## src/rtl/uart_pkg.sv

```systemverilog
// Shared UART definitions: receiver state encoding, frame bit levels and
// elaboration-time helpers for the oversampling divisor.
package uart_pkg;

  typedef enum logic [2:0] {
    IDLE      = 3'd0,
    START     = 3'd1,
    DATA      = 3'd2,
    STOP      = 3'd3,
    WAIT_IDLE = 3'd4
  } uart_rx_state_t;

  localparam logic START_BIT = 1'b0;
  localparam logic STOP_BIT  = 1'b1;
  localparam logic IDLE_BIT  = 1'b1;

  function automatic int uart_divisor(input int clk_hz, input int baud, input int oversample);
    return clk_hz / (baud * oversample);
  endfunction

  function automatic int uart_cnt_width(input int divisor);
    return (divisor > 1) ? $clog2(divisor) : 1;
  endfunction

  function automatic logic majority3(input logic a, input logic b, input logic c);
    return (a & b) | (a & c) | (b & c);
  endfunction

endpackage

```

## src/rtl/uart_receiver_if.sv

```systemverilog
// Receiver-to-consumer bundle: one-entry valid/ready word buffer plus
// line status flags.
interface uart_receiver_if #(
  parameter int FRAME_DATA_LENGTH = 8
);
  logic [0:FRAME_DATA_LENGTH-1] data;
  logic                         valid;
  logic                         ready;
  logic                         busy;
  logic                         frame_error;
  logic                         overrun;

  modport master (output data, valid, busy, frame_error, overrun, input ready);
  modport slave  (input data, valid, busy, frame_error, overrun, output ready);
endinterface

```

## src/rtl/uart_rx_tick_gen.sv

```systemverilog
// Oversampling tick generator: a registered one-clock tick every DIVISOR
// clocks, with a synchronous restart that realigns the phase to zero.
module uart_rx_tick_gen #(
  parameter int DIVISOR = 10,
  parameter int CNT_W   = 4
) (
  input  logic clk,
  input  logic reset_n,
  input  logic restart,
  output logic tick
);
  localparam logic [CNT_W-1:0] LAST = CNT_W'(DIVISOR - 1);

  logic [CNT_W-1:0] cnt_r;

  // Divisor counter; tick is registered so it is glitch-free for the FSM
  always_ff @(posedge clk or negedge reset_n) begin
    if (!reset_n) begin
      cnt_r <= '0;
      tick  <= 1'b0;
    end else if (restart) begin
      cnt_r <= '0;
      tick  <= 1'b0;
    end else if (cnt_r == LAST) begin
      cnt_r <= '0;
      tick  <= 1'b1;
    end else begin
      cnt_r <= cnt_r + CNT_W'(1);
      tick  <= 1'b0;
    end
  end
endmodule

```

## src/rtl/uart_receiver.sv

```systemverilog
// UART receiver: synchronizer, oversampled majority vote, frame FSM and a
// one-entry holding buffer presented through uart_receiver_if.
module uart_receiver
  import uart_pkg::*;
#(
  parameter int NATIVE_CLK_FREQUENCY = 1_000_000_000,
  parameter int BAUDRATE             = 9600,
  parameter int FRAME_DATA_LENGTH    = 8,
  parameter bit ENABLE_BIG_ENDIAN    = 1'b1,
  parameter int OVERSAMPLE           = 16
) (
  input  logic            clk,
  input  logic            reset_n,
  input  logic            rx,
  uart_receiver_if.master bus
);
  localparam int DIVISOR = uart_divisor(NATIVE_CLK_FREQUENCY, BAUDRATE, OVERSAMPLE);
  localparam int CNT_W   = uart_cnt_width(DIVISOR);
  localparam int OS_W    = $clog2(OVERSAMPLE);
  localparam int BIT_W   = $clog2(FRAME_DATA_LENGTH);
  localparam logic [OS_W-1:0]  T_FIRST  = OS_W'(OVERSAMPLE / 2 - 1);
  localparam logic [OS_W-1:0]  T_MID    = OS_W'(OVERSAMPLE / 2);
  localparam logic [OS_W-1:0]  T_DECIDE = OS_W'(OVERSAMPLE / 2 + 1);
  localparam logic [OS_W-1:0]  T_LAST   = OS_W'(OVERSAMPLE - 1);
  localparam logic [BIT_W-1:0] B_LAST   = BIT_W'(FRAME_DATA_LENGTH - 1);

  if (DIVISOR < 2) begin : g_bad_divisor
    $error("uart_receiver: clock too slow for BAUDRATE*OVERSAMPLE (DIVISOR < 2)");
  end
  if ((OVERSAMPLE % 2) != 0 || OVERSAMPLE < 8) begin : g_bad_oversample
    $error("uart_receiver: OVERSAMPLE must be even and >= 8");
  end
  if (FRAME_DATA_LENGTH < 5 || FRAME_DATA_LENGTH > 9) begin : g_bad_length
    $error("uart_receiver: FRAME_DATA_LENGTH must be 5..9");
  end

  logic                         rx_meta_r, rx_sync_r, rx_prev_r;
  uart_rx_state_t               state_r, state_s;
  logic                         tick_s, restart_s, fall_s, decide_s, bit_end_s;
  logic                         vote_s, commit_s, ferr_s;
  logic [OS_W-1:0]              os_cnt_r;
  logic [BIT_W-1:0]             bit_cnt_r, slot_s;
  logic                         samp_a_r, samp_b_r;
  logic [0:FRAME_DATA_LENGTH-1] shift_r;

  uart_rx_tick_gen #(.DIVISOR(DIVISOR), .CNT_W(CNT_W)) u_tick_gen (
    .clk     (clk),
    .reset_n (reset_n),
    .restart (restart_s),
    .tick    (tick_s)
  );

  assign fall_s    = rx_prev_r & ~rx_sync_r;
  assign decide_s  = tick_s && (os_cnt_r == T_DECIDE);
  assign bit_end_s = tick_s && (os_cnt_r == T_LAST);
  // Third vote is the live sample taken at the decision tick itself
  assign vote_s    = majority3(samp_a_r, samp_b_r, rx_sync_r);
  assign slot_s    = ENABLE_BIG_ENDIAN ? bit_cnt_r : (B_LAST - bit_cnt_r);

  // Two-flop synchronizer plus edge-detect history, idling at line-high
  always_ff @(posedge clk or negedge reset_n) begin
    if (!reset_n) begin
      rx_meta_r <= IDLE_BIT;
      rx_sync_r <= IDLE_BIT;
      rx_prev_r <= IDLE_BIT;
    end else begin
      rx_meta_r <= rx;
      rx_sync_r <= rx_meta_r;
      rx_prev_r <= rx_sync_r;
    end
  end

  // FSM state register
  always_ff @(posedge clk or negedge reset_n) begin
    if (!reset_n) begin
      state_r <= IDLE;
    end else begin
      state_r <= state_s;
    end
  end

  // Next-state and frame actions; a good stop bit returns to IDLE mid-bit
  always_comb begin
    state_s   = state_r;
    restart_s = 1'b0;
    commit_s  = 1'b0;
    ferr_s    = 1'b0;
    case (state_r)
      IDLE: begin
        if (fall_s) begin
          state_s   = START;
          restart_s = 1'b1;
        end else begin
          state_s = IDLE;
        end
      end
      START: begin
        if (decide_s && (vote_s != START_BIT)) begin
          state_s = IDLE;
        end else if (bit_end_s) begin
          state_s = DATA;
        end else begin
          state_s = START;
        end
      end
      DATA: begin
        if (bit_end_s && (bit_cnt_r == B_LAST)) begin
          state_s = STOP;
        end else begin
          state_s = DATA;
        end
      end
      STOP: begin
        if (decide_s) begin
          if (vote_s == STOP_BIT) begin
            commit_s = 1'b1;
            state_s  = IDLE;
          end else begin
            ferr_s  = 1'b1;
            state_s = WAIT_IDLE;
          end
        end else begin
          state_s = STOP;
        end
      end
      WAIT_IDLE: begin
        if (rx_sync_r == IDLE_BIT) begin
          state_s = IDLE;
        end else begin
          state_s = WAIT_IDLE;
        end
      end
      default: state_s = IDLE;
    endcase
  end

  // Oversample/bit counters, vote samples and the data shift register
  always_ff @(posedge clk or negedge reset_n) begin
    if (!reset_n) begin
      os_cnt_r  <= '0;
      bit_cnt_r <= '0;
      samp_a_r  <= 1'b0;
      samp_b_r  <= 1'b0;
      shift_r   <= '0;
    end else begin
      if (restart_s) begin
        os_cnt_r  <= '0;
        bit_cnt_r <= '0;
      end else if (tick_s && (state_r != IDLE)) begin
        os_cnt_r <= (os_cnt_r == T_LAST) ? '0 : os_cnt_r + OS_W'(1);
        if ((state_r == DATA) && bit_end_s) begin
          bit_cnt_r <= bit_cnt_r + BIT_W'(1);
        end
      end
      if (tick_s && (os_cnt_r == T_FIRST)) begin
        samp_a_r <= rx_sync_r;
      end
      if (tick_s && (os_cnt_r == T_MID)) begin
        samp_b_r <= rx_sync_r;
      end
      if ((state_r == DATA) && decide_s) begin
        shift_r[slot_s] <= vote_s;
      end
    end
  end

  // Holding buffer and status outputs; a pop in the commit cycle frees the slot
  always_ff @(posedge clk or negedge reset_n) begin
    if (!reset_n) begin
      bus.data        <= '0;
      bus.valid       <= 1'b0;
      bus.busy        <= 1'b0;
      bus.frame_error <= 1'b0;
      bus.overrun     <= 1'b0;
    end else begin
      bus.busy        <= (state_s != IDLE);
      bus.frame_error <= ferr_s;
      bus.overrun     <= commit_s && bus.valid && !bus.ready;
      if (commit_s && (!bus.valid || bus.ready)) begin
        bus.data  <= shift_r;
        bus.valid <= 1'b1;
      end else if (bus.valid && bus.ready) begin
        bus.valid <= 1'b0;
      end
    end
  end
endmodule
```

## src/flat_wrapper.sv

```systemverilog
// flat-port wrapper written by rule: the top's interface ports become plain ports
module uart_receiver_flat import uart_pkg::*;
#(
  parameter int NATIVE_CLK_FREQUENCY = 1_000_000_000,
  parameter int BAUDRATE             = 9600,
  parameter int FRAME_DATA_LENGTH    = 8,
  parameter bit ENABLE_BIG_ENDIAN    = 1'b1,
  parameter int OVERSAMPLE           = 16
)
  (clk, reset_n, rx, bus_data, bus_valid, bus_busy, bus_frame_error, bus_overrun, bus_ready);
  uart_receiver_if #(.FRAME_DATA_LENGTH(FRAME_DATA_LENGTH)) bus_i ();
  input  logic clk;
  input  logic reset_n;
  input  logic rx;
  output wire logic [$bits(bus_i.data)-1:0] bus_data;
  output wire logic [$bits(bus_i.valid)-1:0] bus_valid;
  output wire logic [$bits(bus_i.busy)-1:0] bus_busy;
  output wire logic [$bits(bus_i.frame_error)-1:0] bus_frame_error;
  output wire logic [$bits(bus_i.overrun)-1:0] bus_overrun;
  input wire logic [$bits(bus_i.ready)-1:0] bus_ready;
  assign bus_data = bus_i.data;
  assign bus_valid = bus_i.valid;
  assign bus_busy = bus_i.busy;
  assign bus_frame_error = bus_i.frame_error;
  assign bus_overrun = bus_i.overrun;
  assign bus_i.ready = bus_ready;
  uart_receiver #(.NATIVE_CLK_FREQUENCY(NATIVE_CLK_FREQUENCY), .BAUDRATE(BAUDRATE), .FRAME_DATA_LENGTH(FRAME_DATA_LENGTH), .ENABLE_BIG_ENDIAN(ENABLE_BIG_ENDIAN), .OVERSAMPLE(OVERSAMPLE)) u_core (.clk(clk), .reset_n(reset_n), .rx(rx), .bus(bus_i));
endmodule
```

## config.mk

```make
export PLATFORM = sky130hd
export DESIGN_NAME = uart_receiver_flat
export DESIGN_NICKNAME = d
export VERILOG_FILES = /design/src/rtl/uart_pkg.sv /design/src/rtl/uart_receiver_if.sv /design/src/rtl/uart_rx_tick_gen.sv /design/src/rtl/uart_receiver.sv /design/src/flat_wrapper.sv
export SDC_FILE = /design/constraint.sdc
export NUM_CORES = 1
export LEC_CHECK = 0
export BUFFER_PORTS_ARGS = -buffer_cell sky130_fd_sc_hd__buf_2
export CORE_AREA = 2 2 79 81
export CTS_CLUSTER_DIAMETER = 100
export CTS_CLUSTER_SIZE = 14
export DETAILED_ROUTE_END_ITERATION = 10
export DIE_AREA = 0 0 81 83
export GPL_TIMING_DRIVEN = 0
export HOLD_SLACK_MARGIN = 0.02
export PLACE_DENSITY = 0.59
export SLEW_MARGIN = 20
export SYNTH_ARGS = -nofsm -noshare
export SYNTH_HDL_FRONTEND = slang
export SYNTH_SLANG_ARGS = --single-unit
```

## constraint.sdc

```tcl
create_clock -name clk -period 5.4 [get_ports clk]
set_clock_uncertainty 0.05 [all_clocks]
set_input_delay 0.27 -clock clk [delete_from_list [all_inputs] [get_ports clk]]
set_output_delay 0.27 -clock clk [all_outputs]
set_load 0.005 [all_outputs]
```

==> results.cfg <==
[timing]
min_period_ns = 1.88
finalMaxSlewViolations = 0
fin_crit_sh_pct = 34.8
fmax_mhz = 532
max_slew_margin_pct = 58.9
whs_ns = 0.222
setup_viol = 0
hold_viol = 0
tns_ns = 0
grt_setup_unrepaired = false
worst_slew_pin_slew_ns = 0.616

[cells_and_area]
num_antenna_cells = 0
final_common_cell = dfrtp_1
n_fill_cell = 562
layout.nets = 232
syn_to_final_growth_pct = 12.2
drive_gt1_share_pct = 26.6
final_cell_mix = 46 x dfrtp_1, 26 x nor2_1, 17 x mux2_2
fin_area_um2 = 2590

[clock_tree]
path_clk_slew_ns = 0.09
tritoncts = yes
post_cts_buffers = 0
clk_path_buf_depth = 2
insertion_delay_ns = 0.31
cts_made_buffers = 5
cts_root_buf = clkbuf_8
h-tree-depth = 2
cts.sinks = 49

[critical_path]
cp_top_family = simple AND/OR/NAND/NOR gates
critPathKind = flop to flop
max_stage_delay_ns = 0.41
cp.arrival_ns = 2.02
worstPathRequired_ns = 5.54
setup.worst_path.start = u_core.os_cnt_r[1]
end_kind = flop
r2r-start = u_core.os_cnt_r[1]
path_buf_inv = 1
slowest_stage = dfrtp_1
crit_path_start_kind = flop
path_max_fanout = 4
crit_chain = inv_1 -> ha_1 -> nand4b_2 -> nor4_4 -> nand3_1 -> mux2_1

[synth]
synth_seq_cells = 49
synthDistinctLibCells = 45
yosysWarningCount = 0
syn_area_um2 = 2310
synthArstFlopShare_pct = 100
synth_area_leaders = dfrtp_1 50%, mux2_2 8.3%, nor2_1 4.2%
synth_nets = 208
synth-edff-count = 0
syn_inst = 197
ys_seq_area_share_pct = 53.3
synth_top_area_share_pct = 49.9
synth_area_leader_cell = dfrtp_1
syn_avg_cell_area_um2 = 11.7
ys.flop_type = dfrtp_1

[power]
comb_power_share_pct = 12.4
power_density_nw_per_um2 = 283
seq_power_share_pct = 57.7
finalPower_mw = 0.733
clock_power_share_pct = 29.9
vdd_drop_max_v = 0.000215
power_switching_mw = 0.206
switching_share_pct = 28.1
p_leak_nw = 1.25
intPower_mw = 0.527

[route]
firstDrtPassIters = 4
vias = 1465
avgViaCountPerCell = 4.93
detail_route.wl_per_cell_um = 12.5
drtIter0Drc = 87
drc_errors = 0
ant_nets = 0
wirelength_mm = 3.72

[floorplanning]
initial_utilization_pct = 39.7
die_w_um = 81
die_h_um = 83
dieArea_um2 = 6720
core.rowCount = 28
coreArea_um2 = 5820
ios = 16

[global_route]
antenna_found_initial = 0
grtUsageTotal_pct = 12.5
grt_pass1_vias = 1405
grt-ovfl-total = 0
grt_max_degree = 50
grt_pass1_wl_mm = 6.53

[placed_design]
post_dp_cell_area_um2 = 2480
hpwl_mm = 2.54
io_buffers = 15
place_congestion = 0.754

[status]
status = complete, no violations

[min_path]
hp-start = bus_ready
hp-class = input pin to flop

[flow_run]
drv_cap = 0
==> area by class of cell <==
class	count	area [µm²]	area share, %
sequential	49	1230	47.5
multi-input combinational	133	995	38.4
timing repair buffer	17	97.6	3.77
tap	75	93.8	3.62
clock buffer	5	68.8	2.66
buffer	6	50.0	1.93
inverter	9	33.8	1.30
clock inverter	3	22.5	0.869
==> path summary, 6_finish.rpt <==
kind,slack (ns),cells after the start,to
min reg2reg,0.31,0,u_core.rx_sync_r
max reg2reg,3.52,6,u_core.shift_r[6]
max in group asynchronous,4.42,2,u_core.samp_a_r
min in group asynchronous,0.46,2,u_core.bus.busy
max,3.52,6,u_core.shift_r[6]
min,0.22,3,u_core.bus.overrun
==> state kept, by name, summed over array words and instances (netlist names), 3 cells and up <==
| name | cells |
|---|---|
| u_core.shift_r | 8 |
| u_core.bus.data | 8 |
| u_core.u_tick_gen.cnt_r | 13 |
| u_core.state_r | 3 |
| u_core.os_cnt_r | 4 |
| u_core.bit_cnt_r | 3 |
==> synth_stat cells (2+ instances only) <==
cell type  count
nor2b_1        2
nand4bb_1      2
nor3_1         3
buf_2          2
nand2b_1       3
nor4_1         3
dfstp_2        3
nor4_4         2
nor2_1        26
mux2_2        17
mux2i_1        2
nand4_1        2
buf_6          2
nand4b_1       2
nand2_1       14
dfrtp_1       46
ha_1           7
nand4_2        2
xor2_1         4
or3_1          2
xnor2_1        9
inv_1          9
o21ai_0        2
nand3_1       10
==> cell families (layout without fill, tap and decap cells) <==
| group | count (synthesis) | after routing | share of synthesized area [%] |
|---|---|---|---|
| AND/OR/NAND/NOR | 82 | 82 | 20.9 |
| flip-flops | 49 | 49 | 53.3 |
| XOR/XNOR | 13 | 13 | 4.93 |
| buffers and inverters | 15 | 40 | 3.63 |
| adder cells (fa/ha/maj) | 8 | 8 | 4.23 |
| AO/OA/AOI/OAI | 10 | 10 | 3.36 |
| multiplexers | 20 | 20 | 9.65 |
==> worst register-to-register path, cell delays in order (launching register included) <==
cell      delay (ns)
dfrtp_1         0.41
inv_1           0.10
ha_1            0.19
nand4b_2        0.23
nor4_4          0.34
nand3_1         0.14
mux2_1          0.32
==> layer usage <==
metal | wire, µm | GRT usage (%)
met5 | 0 | 0
met3 | 126 | 3.48
met2 | 1700 | 18.3
met1 | 1830 | 17.6
met4 | 61 | 4.78
==> per-stage QoR <==
step / std cells / setup WS (ns) / util [%]
floorplan: 197 / 3.68 / -
global placement: 287 / 3.53 / 42.6
detailed placement: 287 / 3.50 / 42.6
CTS: 296 / 3.50 / 44.3
global route: 297 / 3.35 / 44.6
finish: 297 / 3.52 / 44.6
==> power groups by stage <==
stage / Sequential [mW] / Combinational, mW / Clock [mW]
finish: 0.423 / 0.0906 / 0.220
global route: 0.428 / 0.105 / 0.245
CTS: 0.423 / 0.0927 / 0.228
detailed placement: 0.430 / 0.0920 / 0
global placement: 0.430 / 0.0897 / 0
floorplan: 0.425 / 0.0681 / 0
==> what timing repair did <==
item | 4_1_cts | 5_1_grt
hold endpoints to repair | 1 | 46
endpoints found under the setup margin | 0 | 0
hold buffers | 1 | 1
gates resized for setup | 0 | 0
Power figures use the tool's default switching activity.
